<file path="config.mk">
export PLATFORM = sky130hd
export DESIGN_NAME = seq_det_rr_sched
export DESIGN_NICKNAME = d
export VERILOG_FILES = /design/src/rtl/seq_det_rr_sched.sv
export SDC_FILE = /design/constraint.sdc
export NUM_CORES = 1
export LEC_CHECK = 0
export BUFFER_PORTS_ARGS = -buffer_cell sky130_fd_sc_hd__buf_2
export CAP_MARGIN = 20
export CORE_AREA = 2 2 79 81
export CTS_BUF_LIST = sky130_fd_sc_hd__clkbuf_4 sky130_fd_sc_hd__clkbuf_8
export DETAILED_ROUTE_END_ITERATION = 7
export DIE_AREA = 0 0 81 83
export GPL_ROUTABILITY_DRIVEN = 0
export MAX_ROUTING_LAYER = met4
export PLACE_DENSITY = 0.66
export REMOVE_ABC_BUFFERS = 1
export SETUP_SLACK_MARGIN = 0.02
export SYNTH_ARGS = -nofsm -noshare
export SYNTH_HDL_FRONTEND = slang
export SYNTH_SLANG_ARGS = --single-unit
</file>
<file path="constraint.sdc">
create_clock -name clk -period 3.3 [get_ports clk]
set_clock_uncertainty 0.05 [all_clocks]
set_input_delay 0.33 -clock clk [delete_from_list [all_inputs] [get_ports clk]]
set_output_delay 0.33 -clock clk [all_outputs]
set_load 0.1 [all_outputs]
</file>
<file path="src/rtl/seq_det_rr_sched.sv">
// Round-robin scheduler sharing one Mealy non-overlapping "1101" detector
// across N serial requesters; reports per-grant match count on done.
module seq_det_rr_sched #(
  parameter int N         = 4,
  parameter int BURST_LEN = 16,
  parameter int CNT_W     = 8
) (
  input  logic                 clk,
  input  logic                 rst,
  input  logic [N-1:0]         req,
  input  logic [N-1:0]         bit_in,
  input  logic [N-1:0]         bit_vld,
  output logic [N-1:0]         gnt,
  output logic                 det_hit,
  output logic [$clog2(N)-1:0] hit_id,
  output logic                 done,
  output logic [$clog2(N)-1:0] done_id,
  output logic [CNT_W-1:0]     done_count,
  output logic                 done_abort
);

  // state  | meaning
  // S_IDLE | waiting for any req, arbitrates from r_ptr
  // S_RUN  | granted lane streams bits into the detector
  // S_DONE | one-cycle report, pointer advances past cur_id
  localparam int ID_W = $clog2(N);

  typedef enum logic [1:0] {S_IDLE, S_RUN, S_DONE} state_t;
  typedef enum logic [1:0] {D0, D1, D2, D3} det_t;

  state_t            r_state, w_state_nxt;
  det_t              r_det, w_det_nxt;
  logic [ID_W-1:0]   r_ptr, r_cur_id;
  logic [CNT_W-1:0]  r_bit_cnt, r_hit_cnt;
  logic [N-1:0]      r_gnt;
  logic              r_det_hit, r_done, r_done_abort;
  logic [ID_W-1:0]   r_hit_id, r_done_id;
  logic [CNT_W-1:0]  r_done_count;

  logic [ID_W-1:0]   w_win, w_win_hi, w_win_lo, w_ptr_nxt;
  logic              w_any_hi, w_accept, w_match, w_abort, w_last, w_bit;
  logic [CNT_W-1:0]  w_bit_cnt_inc, w_hit_sat;

  // First set req at or above the pointer wins; otherwise wrap to the lowest set req.
  always_comb begin
    w_any_hi = 1'b0;
    w_win_hi = '0;
    w_win_lo = '0;
    for (int i = N - 1; i >= 0; i--) begin
      if (req[i]) begin
        w_win_lo = ID_W'(i);
        if (ID_W'(i) >= r_ptr) begin
          w_win_hi = ID_W'(i);
          w_any_hi = 1'b1;
        end
      end
    end
    w_win = w_any_hi ? w_win_hi : w_win_lo;
  end

  always_comb begin
    w_state_nxt   = r_state;
    w_det_nxt     = r_det;
    w_accept      = 1'b0;
    w_match       = 1'b0;
    w_abort       = 1'b0;
    w_last        = 1'b0;
    w_bit         = bit_in[r_cur_id];
    w_bit_cnt_inc = r_bit_cnt + CNT_W'(1);
    w_hit_sat     = (r_hit_cnt == '1) ? r_hit_cnt : r_hit_cnt + CNT_W'(1);
    w_ptr_nxt     = (r_cur_id == ID_W'(N - 1)) ? '0 : r_cur_id + ID_W'(1);
    case (r_state)
      S_IDLE: if (|req) w_state_nxt = S_RUN;
      S_RUN: begin
        if (!req[r_cur_id]) begin
          w_abort     = 1'b1;
          w_state_nxt = S_DONE;
        end else if (bit_vld[r_cur_id]) begin
          w_accept = 1'b1;
          case (r_det)
            D0: w_det_nxt = w_bit ? D1 : D0;
            D1: w_det_nxt = w_bit ? D2 : D0;
            D2: w_det_nxt = w_bit ? D2 : D3;
            D3: begin
              w_det_nxt = D0;
              w_match   = w_bit;
            end
            default: w_det_nxt = D0;
          endcase
          if (w_bit_cnt_inc == CNT_W'(BURST_LEN)) begin
            w_last      = 1'b1;
            w_state_nxt = S_DONE;
          end
        end
      end
      S_DONE:  w_state_nxt = S_IDLE;
      default: w_state_nxt = S_IDLE;
    endcase
  end

  always_ff @(posedge clk or posedge rst) begin
    if (rst) r_state <= S_IDLE;
    else     r_state <= w_state_nxt;
  end

  always_ff @(posedge clk or posedge rst) begin
    if (rst) begin
      r_det        <= D0;
      r_ptr        <= '0;
      r_cur_id     <= '0;
      r_bit_cnt    <= '0;
      r_hit_cnt    <= '0;
      r_gnt        <= '0;
      r_det_hit    <= 1'b0;
      r_hit_id     <= '0;
      r_done       <= 1'b0;
      r_done_id    <= '0;
      r_done_count <= '0;
      r_done_abort <= 1'b0;
    end else begin
      r_det_hit <= w_match;
      r_done    <= 1'b0;
      if (r_state == S_IDLE && |req) begin
        r_cur_id  <= w_win;
        r_gnt     <= N'(1) << w_win;
        r_bit_cnt <= '0;
        r_hit_cnt <= '0;
        r_det     <= D0;
      end
      if (w_accept) begin
        r_det     <= w_det_nxt;
        r_bit_cnt <= w_bit_cnt_inc;
        if (w_match) begin
          r_hit_cnt <= w_hit_sat;
          r_hit_id  <= r_cur_id;
        end
      end
      // A match on the final bit must already be reflected in the reported count.
      if (w_abort || w_last) begin
        r_gnt        <= '0;
        r_done       <= 1'b1;
        r_done_id    <= r_cur_id;
        r_done_count <= w_match ? w_hit_sat : r_hit_cnt;
        r_done_abort <= w_abort;
      end
      if (r_state == S_DONE) r_ptr <= w_ptr_nxt;
    end
  end

  assign gnt        = r_gnt;
  assign det_hit    = r_det_hit;
  assign hit_id     = r_hit_id;
  assign done       = r_done;
  assign done_id    = r_done_id;
  assign done_count = r_done_count;
  assign done_abort = r_done_abort;

endmodule
</file>
==> results of run 1 <==
## cells in the final DEF, fill, tap and decap left out, types with 2 or more instances in the layout
| cell | netlist | routed |
|---|---|---|
| or3_1 | 3 | 3 |
| and2_1 | 2 | 2 |
| nor2b_1 | 4 | 4 |
| buf_2 | 0 | 32 |
| o21ai_0 | 20 | 20 |
| mux2_4 | 3 | 3 |
| xor2_1 | 3 | 3 |
| o22ai_1 | 3 | 3 |
| mux4_2 | 3 | 3 |
| nor3_1 | 4 | 4 |
| clkbuf_4 | 0 | 2 |
| clkbuf_8 | 0 | 5 |
| mux2_2 | 6 | 6 |
| ha_1 | 4 | 4 |
| nand2b_1 | 3 | 3 |
| o31ai_1 | 7 | 7 |
| nand3_1 | 11 | 11 |
| dfrtp_1 | 43 | 43 |
| a21oi_1 | 8 | 8 |
| buf_4 | 0 | 2 |
| nor2_1 | 15 | 15 |
| nand4_1 | 3 | 3 |
| inv_1 | 9 | 8 |
| nand2_1 | 28 | 28 |
| mux2i_1 | 6 | 6 |
| xnor2_1 | 8 | 8 |
## what timing repair did
action / 4_1_cts / 5_1_grt
hold endpoints to repair: 15 / 0
endpoints found under the setup margin: 0 / 0
hold buffers: 1 / 0
## critical path, cell delays in order (launching register included)
cell     delay (ps)
dfrtp_1         440
ha_1            290
nand3_1         180
xnor2_1         180
nand3_1          90
or4_4           560
a21oi_4         480
mux2_2          390
## layer usage
layer / vias to the layer above / part of all wire (%) / wire, µm
li1: 846 / - / -
met1: 775 / 48 / 2080
met2: 35 / 46 / 2030
met3: 5 / 4.7 / 204
met4: 0 / 1.3 / 59
met5: - / 0 / 0
## sequential cells by signal (all words and copies together) (netlist names)
register,flops
det_hit,1
r_hit_cnt,8
r_state,2
r_ptr,2
done_id,2
r_bit_cnt,8
hit_id,2
r_cur_id,2
done_count,8
done_abort,1
gnt,4
r_det,2
done,1
## stage by stage
step                hold WS [ps]  setup slack, ps  cells  instance area, µm²
floorplan                    421              766    211                2170
global route                 483              324    329                2540
finish                       439              524    329                2540
detailed placement           311              520    320                2440
CTS                          436              497    329                2540
global placement             300              570    320                2440
## where the power goes
part | internal [µW] | leakage (µW) | total (µW) | switching (µW)
Combinational | 200 | 0.000564 | 683 | 484
Sequential | 608 | 0.000579 | 700 | 92.3
Clock | 165 | 0.0000491 | 335 | 170
Total | 973 | 0.00119 | 1720 | 746
## final cells by class
cell class                 instances  area, µm²
multi-input combinational        159       1060
fill                             608       3280
timing repair buffer              35        185
sequential                        43       1080
clock buffer                       7       83.8
clock inverter                     1       5.00
tap                               75       93.8
inverter                           9       33.8
## worst paths after layout
path,from,end,cells after the start
setup / recovery,r_bit_cnt[0]$_DFFE_PP0P_,done_count[6]$_DFFE_PP0P_,7
hold / removal,hit_id[1]$_DFFE_PP0P_,hit_id[1]$_DFFE_PP0P_,2
setup reg to reg,r_bit_cnt[0]$_DFFE_PP0P_,done_count[6]$_DFFE_PP0P_,7
hold reg to reg,hit_id[1]$_DFFE_PP0P_,hit_id[1]$_DFFE_PP0P_,2
max in group asynchronous,rst,r_hit_cnt[4]$_DFF_PP0_,4
min in group asynchronous,rst,r_hit_cnt[2]$_DFF_PP0_,3
## cell families (layout without fill, tap and decap cells)
group / count (synthesis) / count (layout) / share of synthesized area (%)
AOI/OAI and AO/OA: 48 / 48 / 13.5
xor gates and xnor gates: 11 / 11 / 4.35
adders and majority gates: 4 / 4 / 2.26
buffers and inverters: 15 / 52 / 3.61
DFF: 43 / 43 / 48.5
muxes: 18 / 18 / 10.8
and+or+nand+nor: 78 / 78 / 16.9
==> results.md, run 1 <==
* Status: completed
* Nature of the critical path endpoint: register
* Syn Area/Cell at 10.2 µm²
* Die W at 81 µm
* WS Path Type: register to register
* Die ar. at 6720 µm²
* Most frequently used flop master after synthesis: dfrtp_1
* Top-count cell post-synth: dfrtp_1
* Most Crowded Layer GR: met2
* Max_slew headroom at 57.1%
* Initial antenna violation count at 0
* Clk pin slew, worst setup/hold paths at 80 ps
* Drt pass-1 iters at 4
* H-tree Lvls at 2
* Post-layout util at 43.7%
* Asr flop ratio synth at 100%
* Avg WL per Cell at 13.3 µm
* Min Clock Period, post-route at 2780 ps
* Final slew viol count at 0
* Measured slew at the worst slew-check pin at 639 ps
* Worst Path Required at 3430 ps
* Synth top cells by count: 43 x dfrtp_1, 28 x nand2_1, 20 x o21ai_0
* Netlist cell types at 40
* Root cell of the clock tree: clkbuf_8
* Fraction of layout cells with a size suffix above 1 at 22.0%
* DRC errors left at 0
* Largest net degree at the start of global routing at 29
* Post-route ant nets at 0
* Global route overflow at 0
* Clock tree from TritonCTS: done
* Critical path fanouts, max at 15
* Register area share after synthesis at 48.5%
* Dpl hpwl at 3250 µm
* Synth Warn # at 0
* Starting Density at 38.1%
* Clock latency on the worst-skew pair at 290 ps
* ANT cells at 0
* Final WL at 4380 µm
* R2R Setup Slk at 520 ps
* Via Count at 1661
* GR met1 Demand/Resource at 20.8%
* Total track usage at 15.1%
* Final hold violation count at 0
* Area leader, netlist: dfrtp_1
* Setup TNS at 0 ps
* Total power at 1720 µW
* Crit start category: register
* Critical Path AT at 2900 ps
* Pwr/cell area at 677 nW/µm²
* Number of CTS-inserted buffers at 5
* Vias per inst at 5.05
* Max-Cap Viols at 0
* Global-route wire length before repair at 7800 µm
* Static Leak at 0.00119 µW
* Mapped Area at 2220 µm²
* Synth area leaders: dfrtp_1 49%, nand2_1 4.7%, o21ai_0 4.5%, xnor2_1 3.2%, mux2_2 3.0%
* # IOs at 33
* Die H at 83 µm
* Final period utilization at 84.1%
* Synth Instances at 217
* Post-synth EDFFs at 0
* Port bufs at 32
* Core Region at 5820 µm²
* Vias in the first global route at 1616
* Synthesized flop and latch total at 43
* Clock Path Buffers at 2
* HP Class: register to register
* VDD IR-drop max at 0.635 mV
* Unrepaired setup endpoints after global routing: false
* Clk sinks at 43
* Top cell type's share of synthesized area at 48.5%
* GR Layer Usage met3 at 4.35%
* Final setup viols at 0
* DR iter-0 viols at 64
* Cts repair resizes at 0
* Area grow syn2layout at 14.5%
* Postcts setup bufs at 0
* Final nets at 271
* Met2 usage at 22.0%
* Rows at 28
* Maximum clock rate at 360 MHz
Note: power is estimated with default switching activity, not from simulation.
==> run 2: changes to the inputs <==
--- a/config.mk
+++ b/config.mk
@@ -5,15 +5,16 @@
 export SDC_FILE = /design/constraint.sdc
 export NUM_CORES = 1
 export LEC_CHECK = 0
+export ABC_AREA = 1
 export BUFFER_PORTS_ARGS = -buffer_cell sky130_fd_sc_hd__buf_2
 export CAP_MARGIN = 20
-export CORE_AREA = 2 2 79 81
+export CORE_AREA = 2 2 81 83
 export CTS_BUF_LIST = sky130_fd_sc_hd__clkbuf_4 sky130_fd_sc_hd__clkbuf_8
 export DETAILED_ROUTE_END_ITERATION = 7
-export DIE_AREA = 0 0 81 83
+export DIE_AREA = 0 0 83 85
 export GPL_ROUTABILITY_DRIVEN = 0
 export MAX_ROUTING_LAYER = met4
-export PLACE_DENSITY = 0.66
+export PLACE_DENSITY = 0.68
 export REMOVE_ABC_BUFFERS = 1
 export SETUP_SLACK_MARGIN = 0.02
 export SYNTH_ARGS = -nofsm -noshare
==> constraint.sdc (replaced) <==
create_clock -name clk -period 2.4 [get_ports clk]
set_clock_uncertainty 0.05 [all_clocks]
set_input_delay 0.24 -clock clk [delete_from_list [all_inputs] [get_ports clk]]
set_output_delay 0.24 -clock clk [all_outputs]
set_load 0.1 [all_outputs]
==> results.md, run 2 <==
* Dpl hpwl at 3810 µm (+18%)
* Final slew viol count at 0 (unchanged)
* Fin area at 2680 µm² (+5.6%)
* Met2 usage at 25.3% (+3.3 points)
* Cts repair resizes at 0 (unchanged)
* Pwr/cell area at 940 nW/µm² (+39%)
* Via Count at 2157 (+30%)
* Port bufs at 32 (unchanged)
* Fraction of layout cells with a size suffix above 1 at 15.5% (-6.5 points)
* Synth Warn # at 0 (unchanged)
* Vias in the first global route at 2032 (+26%)
* Final period utilization at 85.3% (+1.1 points)
* Root cell of the clock tree: clkbuf_8
* Critical Path AT at 2240 ps (-660 ps)
* Initial antenna violation count at 0 (unchanged)
* Final nets at 371 (+37%)
* Clk pin slew, worst setup/hold paths at 90 ps (about the same)
* Largest family of logic cells by synthesized area: simple AND/OR/NAND/NOR gates
* Commonest non-fill, non-tap cell in the layout: nand2_1
* Number of CTS-inserted buffers at 5 (unchanged)
* Setup TNS at 0 ps (unchanged)
* Status: completed
* Most frequent cells in the layout: 118 x nand2_1, 43 x dfrtp_1, 37 x nand3_1
* Final hold violation count at 0 (unchanged)
* Post-synth EDFFs at 0 (unchanged)
* Top-count cell post-synth: nand2_1
* WS Path Type: register to register
* Final setup viols at 0 (unchanged)
* Maximum clock rate at 489 MHz (+36%)
* Hold Crit Start: req[2]
* R2r startpoint: r_cur_id[0]$_DFFE_PP0P_
* Clock latency on the worst-skew pair at 300 ps (about the same)
* H-tree Lvls at 2 (unchanged)
* RR Endpoint: done_count[5]$_DFFE_PP0P_
* Drt pass-1 iters at 4 (unchanged)
* Global route overflow at 0 (unchanged)
* Xor and xnor area share after synthesis at 0.745% (-3.6 points)
* DRC errors left at 0 (unchanged)
* Mux cell area share after synthesis at 0% (-11 points)
* Final WL at 5210 µm (+19%)
* Placed inst area at 2580 µm² (+5.8%)
* ANT cells at 0 (unchanged)
* Depth of the worst hold-timing path at 4 (+2)
* # fillers at 628 (+3.3%)
* Rows at 29 (+3.6%)
* Synth Instances at 316 (+46%)
* GR met1 Demand/Resource at 21.6% (+0.80 points)
* Die W at 83 µm (+2.5%)
* Most frequently used flop master after synthesis: dfrtp_1
* Postcts setup bufs at 0 (unchanged)
* Asr flop ratio synth at 100% (unchanged)
* GR Layer Usage met3 at 3.31% (-1.0 points)
* Min Clock Period, post-route at 2050 ps (-730 ps)
* R2r worst-path depth at 11 (+4)
* Nature of the critical path endpoint: register
* Area leader, netlist: dfrtp_1
* Syn Area/Cell at 7.44 µm² (-27%)
* VDD IR-drop max at 0.823 mV (+30%)
* Vias per inst at 5.00 (-0.87%)
* DR iter-0 viols at 124 (+94%)
* Critical path fanouts, max at 16 (+1)
* HP Class: input pin to register
* Mapped Area at 2350 µm² (+6.0%)
* Die ar. at 7060 µm² (+4.9%)
* # IOs at 33 (unchanged)
* Post-Synth Adder-Cell Area at 2.13% (-0.13 points)
* Avg WL per Cell at 12.1 µm (-9.1%)
* Top cell type's share of synthesized area at 45.8% (-2.8 points)
* Compound-cell area share of the yosys netlist at 8.25% (-5.3 points)
* Post-Synth Simple-Gate Area at 35.2% (+18 points)
* Clock tree from TritonCTS: done
* Largest net degree at the start of global routing at 24 (-17%)
* Max_slew headroom at 44.1% (-13 points)
* Area grow syn2layout at 14.0%
* Max-Cap Viols at 0 (unchanged)
* Synth area leaders: dfrtp_1 46%, nand2_1 19%, nand3_1 7.9%, inv_1 4.9%, o21ai_0 4.0%
* Core Region at 6200 µm² (+6.7%)
* Register area share after synthesis at 45.8% (-2.8 points)
* Crit start category: register
* Unrepaired setup endpoints after global routing: false
* Clock Path Buffers at 2 (unchanged)
* Worst Path Required at 2590 ps (-840 ps)
* Most Crowded Layer GR: met2
* Synth top cells by count: 118 x nand2_1, 43 x dfrtp_1, 37 x nand3_1
* Synthesized flop and latch total at 43 (unchanged)
* Clk sinks at 43 (unchanged)
* Measured slew at the worst slew-check pin at 833 ps (+195 ps)
* Die H at 85 µm (+2.4%)
* Netlist cell types at 32 (-20%)
* CP endpoint: done_count[5]$_DFFE_PP0P_
* Static Leak at 0.00147 µW (+23%)
* Post-route ant nets at 0 (unchanged)
* R2R Setup Slk at 350 ps (-170 ps)
* Starting Density at 37.9% (-0.23 points)
* Total track usage at 16.3% (+1.1 points)
* Worst Setup SP: r_cur_id[0]$_DFFE_PP0P_
* Global-route wire length before repair at 9160 µm (+17%)
==> run 2: cell count changes after synthesis, moves of 4 or more <==
cell,previous run,this run
mux2_2,6,0
mux2i_1,6,0
nand4_1,3,8
o31ai_1,7,1
nand3_1,11,37
inv_1,9,31
xnor2_1,8,1
nor2b_1,4,0
nor2_2,0,6
nand2_1,28,118
==> run 2: worst min path at each step <==
stage | endpoint | slack (ps)
CTS | gnt[1]$_DFFE_PP0P_ | 260
finish | gnt[1]$_DFFE_PP0P_ | 270
global placement | r_bit_cnt[0]$_DFFE_PP0P_ | 290
detailed placement | r_bit_cnt[0]$_DFFE_PP0P_ | 290
global route | gnt[1]$_DFFE_PP0P_ | 290
floorplan | gnt[1]$_DFFE_PP0P_ | 420
==> run 2: kinds of logic after synthesis <==
| family | count (synthesis) |
|---|---|
| AOI/OAI and AO/OA | 35 |
| adders and majority gates | 4 |
| and+or+nand+nor | 191 |
| buffers and inverters | 41 |
| xor gates and xnor gates | 2 |
| DFF | 43 |
==> run 2: metal layers <==
metal  wire length, µm  vias up
met5                 0        -
met4                64        0
met1              2500     1003
li1                  -     1099
met2              2390       48
met3               254        7
==> run 2: metrics by stage <==
| stage | utilization [%] | worst slack (ps) | power [µW] | instances | hold slack, ps |
|---|---|---|---|---|---|
| after floorplan | - | 523 | 1790 | 309 | 418 |
| after global placement | 41.6 | 416 | 2050 | 422 | 286 |
| after detailed placement | 41.6 | 397 | 2060 | 422 | 293 |
| after CTS | 43.2 | 365 | 2540 | 431 | 262 |
| after global routing | 43.2 | 139 | 2700 | 431 | 290 |
| final | 43.2 | 354 | 2520 | 431 | 268 |
==> run 2: layout make-up <==
type	instances	area, µm²	share of cell area [%]
timing repair buffer	37	200	7.47
inverter	34	131	4.90
clock buffer	6	76.3	2.85
tap	77	96.3	3.59
sequential	43	1080	40.1
clock inverter	2	12.5	0.467
multi-input combinational	232	1090	40.6
==> run 2: timing repair <==
action	in CTS	in global routing
hold buffers	1	0
endpoints found under the setup margin	0	0
endpoints found under the hold margin	21	0
==> run 2: power breakdown <==
| part | switching [µW] | internal [µW] | total [µW] | leakage (µW) |
|---|---|---|---|---|
| combinational | 828 | 257 | 1090 | 0.000847 |
| sequential | 117 | 843 | 960 | 0.000577 |
| clock | 259 | 215 | 474 | 0.0000446 |
==> run 2: critical path, cell delays in order (launching register included) <==
cell,delay [ps]
dfrtp_1,550
inv_4,150
nand2_1,60
nand3_1,80
nand3_1,130
nor2_2,230
nand2_2,260
clkinv_2,190
nand2_1,90
nand2_1,80
nand2_1,60
nand2_1,60
==> run 3: changes to the inputs <==
--- a/config.mk
+++ b/config.mk
@@ -8,10 +8,10 @@
 export ABC_AREA = 1
 export BUFFER_PORTS_ARGS = -buffer_cell sky130_fd_sc_hd__buf_2
 export CAP_MARGIN = 20
-export CORE_AREA = 2 2 81 83
+export CORE_AREA = 2 2 58 115
 export CTS_BUF_LIST = sky130_fd_sc_hd__clkbuf_4 sky130_fd_sc_hd__clkbuf_8
 export DETAILED_ROUTE_END_ITERATION = 7
-export DIE_AREA = 0 0 83 85
+export DIE_AREA = 0 0 60 117
 export GPL_ROUTABILITY_DRIVEN = 0
 export MAX_ROUTING_LAYER = met4
 export PLACE_DENSITY = 0.68
==> results.md, run 3 (synthesized netlist as in run 2, its figures left out) <==
* Status: finished, violations left
* Violations in the final reports: negative hold slack
* Core Region at 6210 µm² (about the same)
* Measured slew at the worst slew-check pin at 524 ps (-309 ps)
* Final setup viols at 0 (unchanged)
* Maximum clock rate at 520 MHz (+6.3%)
* Unrepaired setup endpoints after global routing: false
* Comb pwr share at 42.5% (-0.6 points)
* Global-route wire length before repair at 8430 µm (-8.0%)
* Most frequent cells in the layout: 118 x nand2_1, 43 x dfrtp_1, 37 x nand3_1
* Postcts setup bufs at 0 (unchanged)
* Largest net degree at the start of global routing at 44 (+83%)
* Final WL at 4890 µm (-6.1%)
* Worst Path Buf+Inv at 2 (unchanged)
* VDD IR-drop max at 0.492 mV (-40%)
* Vias per inst at 4.77 (-4.7%)
* Number of CTS-inserted buffers at 5 (unchanged)
* Critical Path Stages at 12 (+1)
* Initial antenna violation count at 0 (unchanged)
* Global route overflow at 0 (unchanged)
* Starting Density at 37.9% (about the same)
* Total power at 2490 µW (-0.99%)
* Net load switching power at 1200 µW (-0.44%)
* CP delay by family, top: simple AND/OR/NAND/NOR gates
* DRC errors left at 0 (unchanged)
* Post-CTS Hold Fix Bufs at 0 (-1)
* Worst Path Required at 2600 ps (about the same)
* WHS at -5.73 ps (-274 ps)
* Critical path fanouts, max at 15 (-1)
* Die ar. at 7020 µm² (-0.50%)
* DR iter-0 viols at 104 (-16%)
* Fraction of layout cells with a size suffix above 1 at 15.1% (-0.44 points)
* Cts repair resizes at 0 (unchanged)
* DP Worst Slack at 475 ps (+77.2 ps)
* Final Non-Filler Cells at 437 (+1.4%)
* Pwr/cell area at 933 nW/µm² (-0.67%)
* Clock tree from TritonCTS: done
* Post-route ant nets at 0 (unchanged)
* Placed inst area at 2580 µm² (-0.15%)
* ANT cells at 0 (unchanged)
* Internal power at 1300 µW (-1.5%)
* Die W at 60 µm (-28%)
* Sw Ratio at 48.1% (+0.27 points)
* Clk sinks at 43 (unchanged)
* Most used cell, CP: nand2_1
* Clk pin slew, worst setup/hold paths at 90 ps (about the same)
* Register area at 1080 µm² (unchanged)
* R2r worst-path depth at 12 (+1)
* H-tree Lvls at 2 (unchanged)
* HP Class: input pin to asynchronous set/reset pin
* Port bufs at 32 (unchanged)
* # IOs at 33 (unchanged)
* Commonest non-fill, non-tap cell in the layout: nand2_1
* Crit start category: register
* Crit path largest cell delay at 460 ps (-90 ps)
* Avg WL per Cell at 11.2 µm (-7.4%)
* R2R Setup Slk at 480 ps (+120 ps)
* Vias in the first global route at 1913 (-5.9%)
* Area of the multi-input gates at 1090 µm² (unchanged)
* Final nets at 368 (-0.81%)
* Die H at 117 µm (+38%)
* Total track usage at 15.7% (-0.54 points)
* Root cell of the clock tree: clkbuf_8
* Drt pass-1 iters at 4 (unchanged)
* Via Count at 2085 (-3.3%)
* Flop pwr share at 38.4% (+0.3 points)
* Setup TNS at 0 ps (unchanged)
* Clock power share at 19.0% (+0.2 points)
* Max_slew headroom at 65.0% (+21 points)
* Fin area at 2670 µm² (-0.33%)
* Final slew viol count at 0 (unchanged)
* Dpl hpwl at 3630 µm (-4.8%)
* Clock Path Buffers at 2 (unchanged)
* Critical path cell sequence: ha_1 > nand2_1 > inv_1 > nand2_1 > nand2_1 > inv_1 > nand2_1 > nor2_2 > nand3_4 > nand2_4 > nand2_1 > nand2_1
* Nature of the critical path endpoint: register
* Final hold violation count at 9 (+9)
* Final period utilization at 80.2% (-5.1 points)
* Cell total after placement at 429 (+1.7%)
* WS Path Type: register to register
* Min Clock Period, post-route at 1920 ps (-122 ps)
* Clock latency on the worst-skew pair at 300 ps (about the same)
* CP max-delay cell: dfrtp_1
* Static Leak at 0.00145 µW (-0.93%)
* Setup ws final at 476 ps (+122 ps)
* Area grow syn2layout at 13.7%
* Rows at 41 (+41%)
* Max-Cap Viols at 0 (unchanged)
* # fillers at 629 (+0.16%)
* Critical Path AT at 2120 ps (-120 ps)
[run 3: worst paths after layout]
| path | start | to |
|---|---|---|
| min in group clk | req[2] | gnt[1]$_DFFE_PP0P_ |
| max reg2reg | r_bit_cnt[0]$_DFFE_PP0P_ | done_count[7]$_DFFE_PP0P_ |
| max in group asynchronous | rst | r_det[1]$_DFFE_PP0P_ |
| max | r_bit_cnt[0]$_DFFE_PP0P_ | done_count[7]$_DFFE_PP0P_ |
| min reg2reg | done_abort$_DFFE_PP0P_ | done_abort$_DFFE_PP0P_ |
| min | rst | hit_id[1]$_DFFE_PP0P_ |
[run 3: per-stage QoR]
stage | utilization (%) | hold WS (ps)
after floorplan | - | 418
after global placement | 41.5 | 351
after detailed placement | 41.5 | 349
after CTS | 43.1 | 18.7
after global routing | 43.1 | 59.9
final | 43.1 | -5.73
[run 3: final cells by class]
cell class              instances  area share [%]
inverters                      34            4.92
repair buffers                 34            6.55
multi-input cells             232            40.7
clock inverters                 3           0.936
flip-flops and latches         43            40.3
clock buffers                   5            2.57
well taps                      86            4.03
[run 3: layer usage]
| metal | part of all wire, % | global-route usage, % |
|---|---|---|
| met5 | 0 | - |
| met4 | 1.3 | 5.04 |
| met3 | 4.5 | 2.97 |
| met2 | 45 | 23.6 |
| met1 | 49 | 21.3 |
[run 3: power by group through the flow]
stage | clock, µW | sequential, µW | combinational [µW]
finish | 475 | 958 | 1060
detailed placement | 0 | 971 | 1060
CTS | 495 | 957 | 1060
global route | 526 | 978 | 1180
floorplan | 0 | 1260 | 534
global placement | 0 | 971 | 1060
[run 3: worst min-delay path, delay by kind of cell]
kind,cells,cell delay (ps)
buffers and inverters,3,560
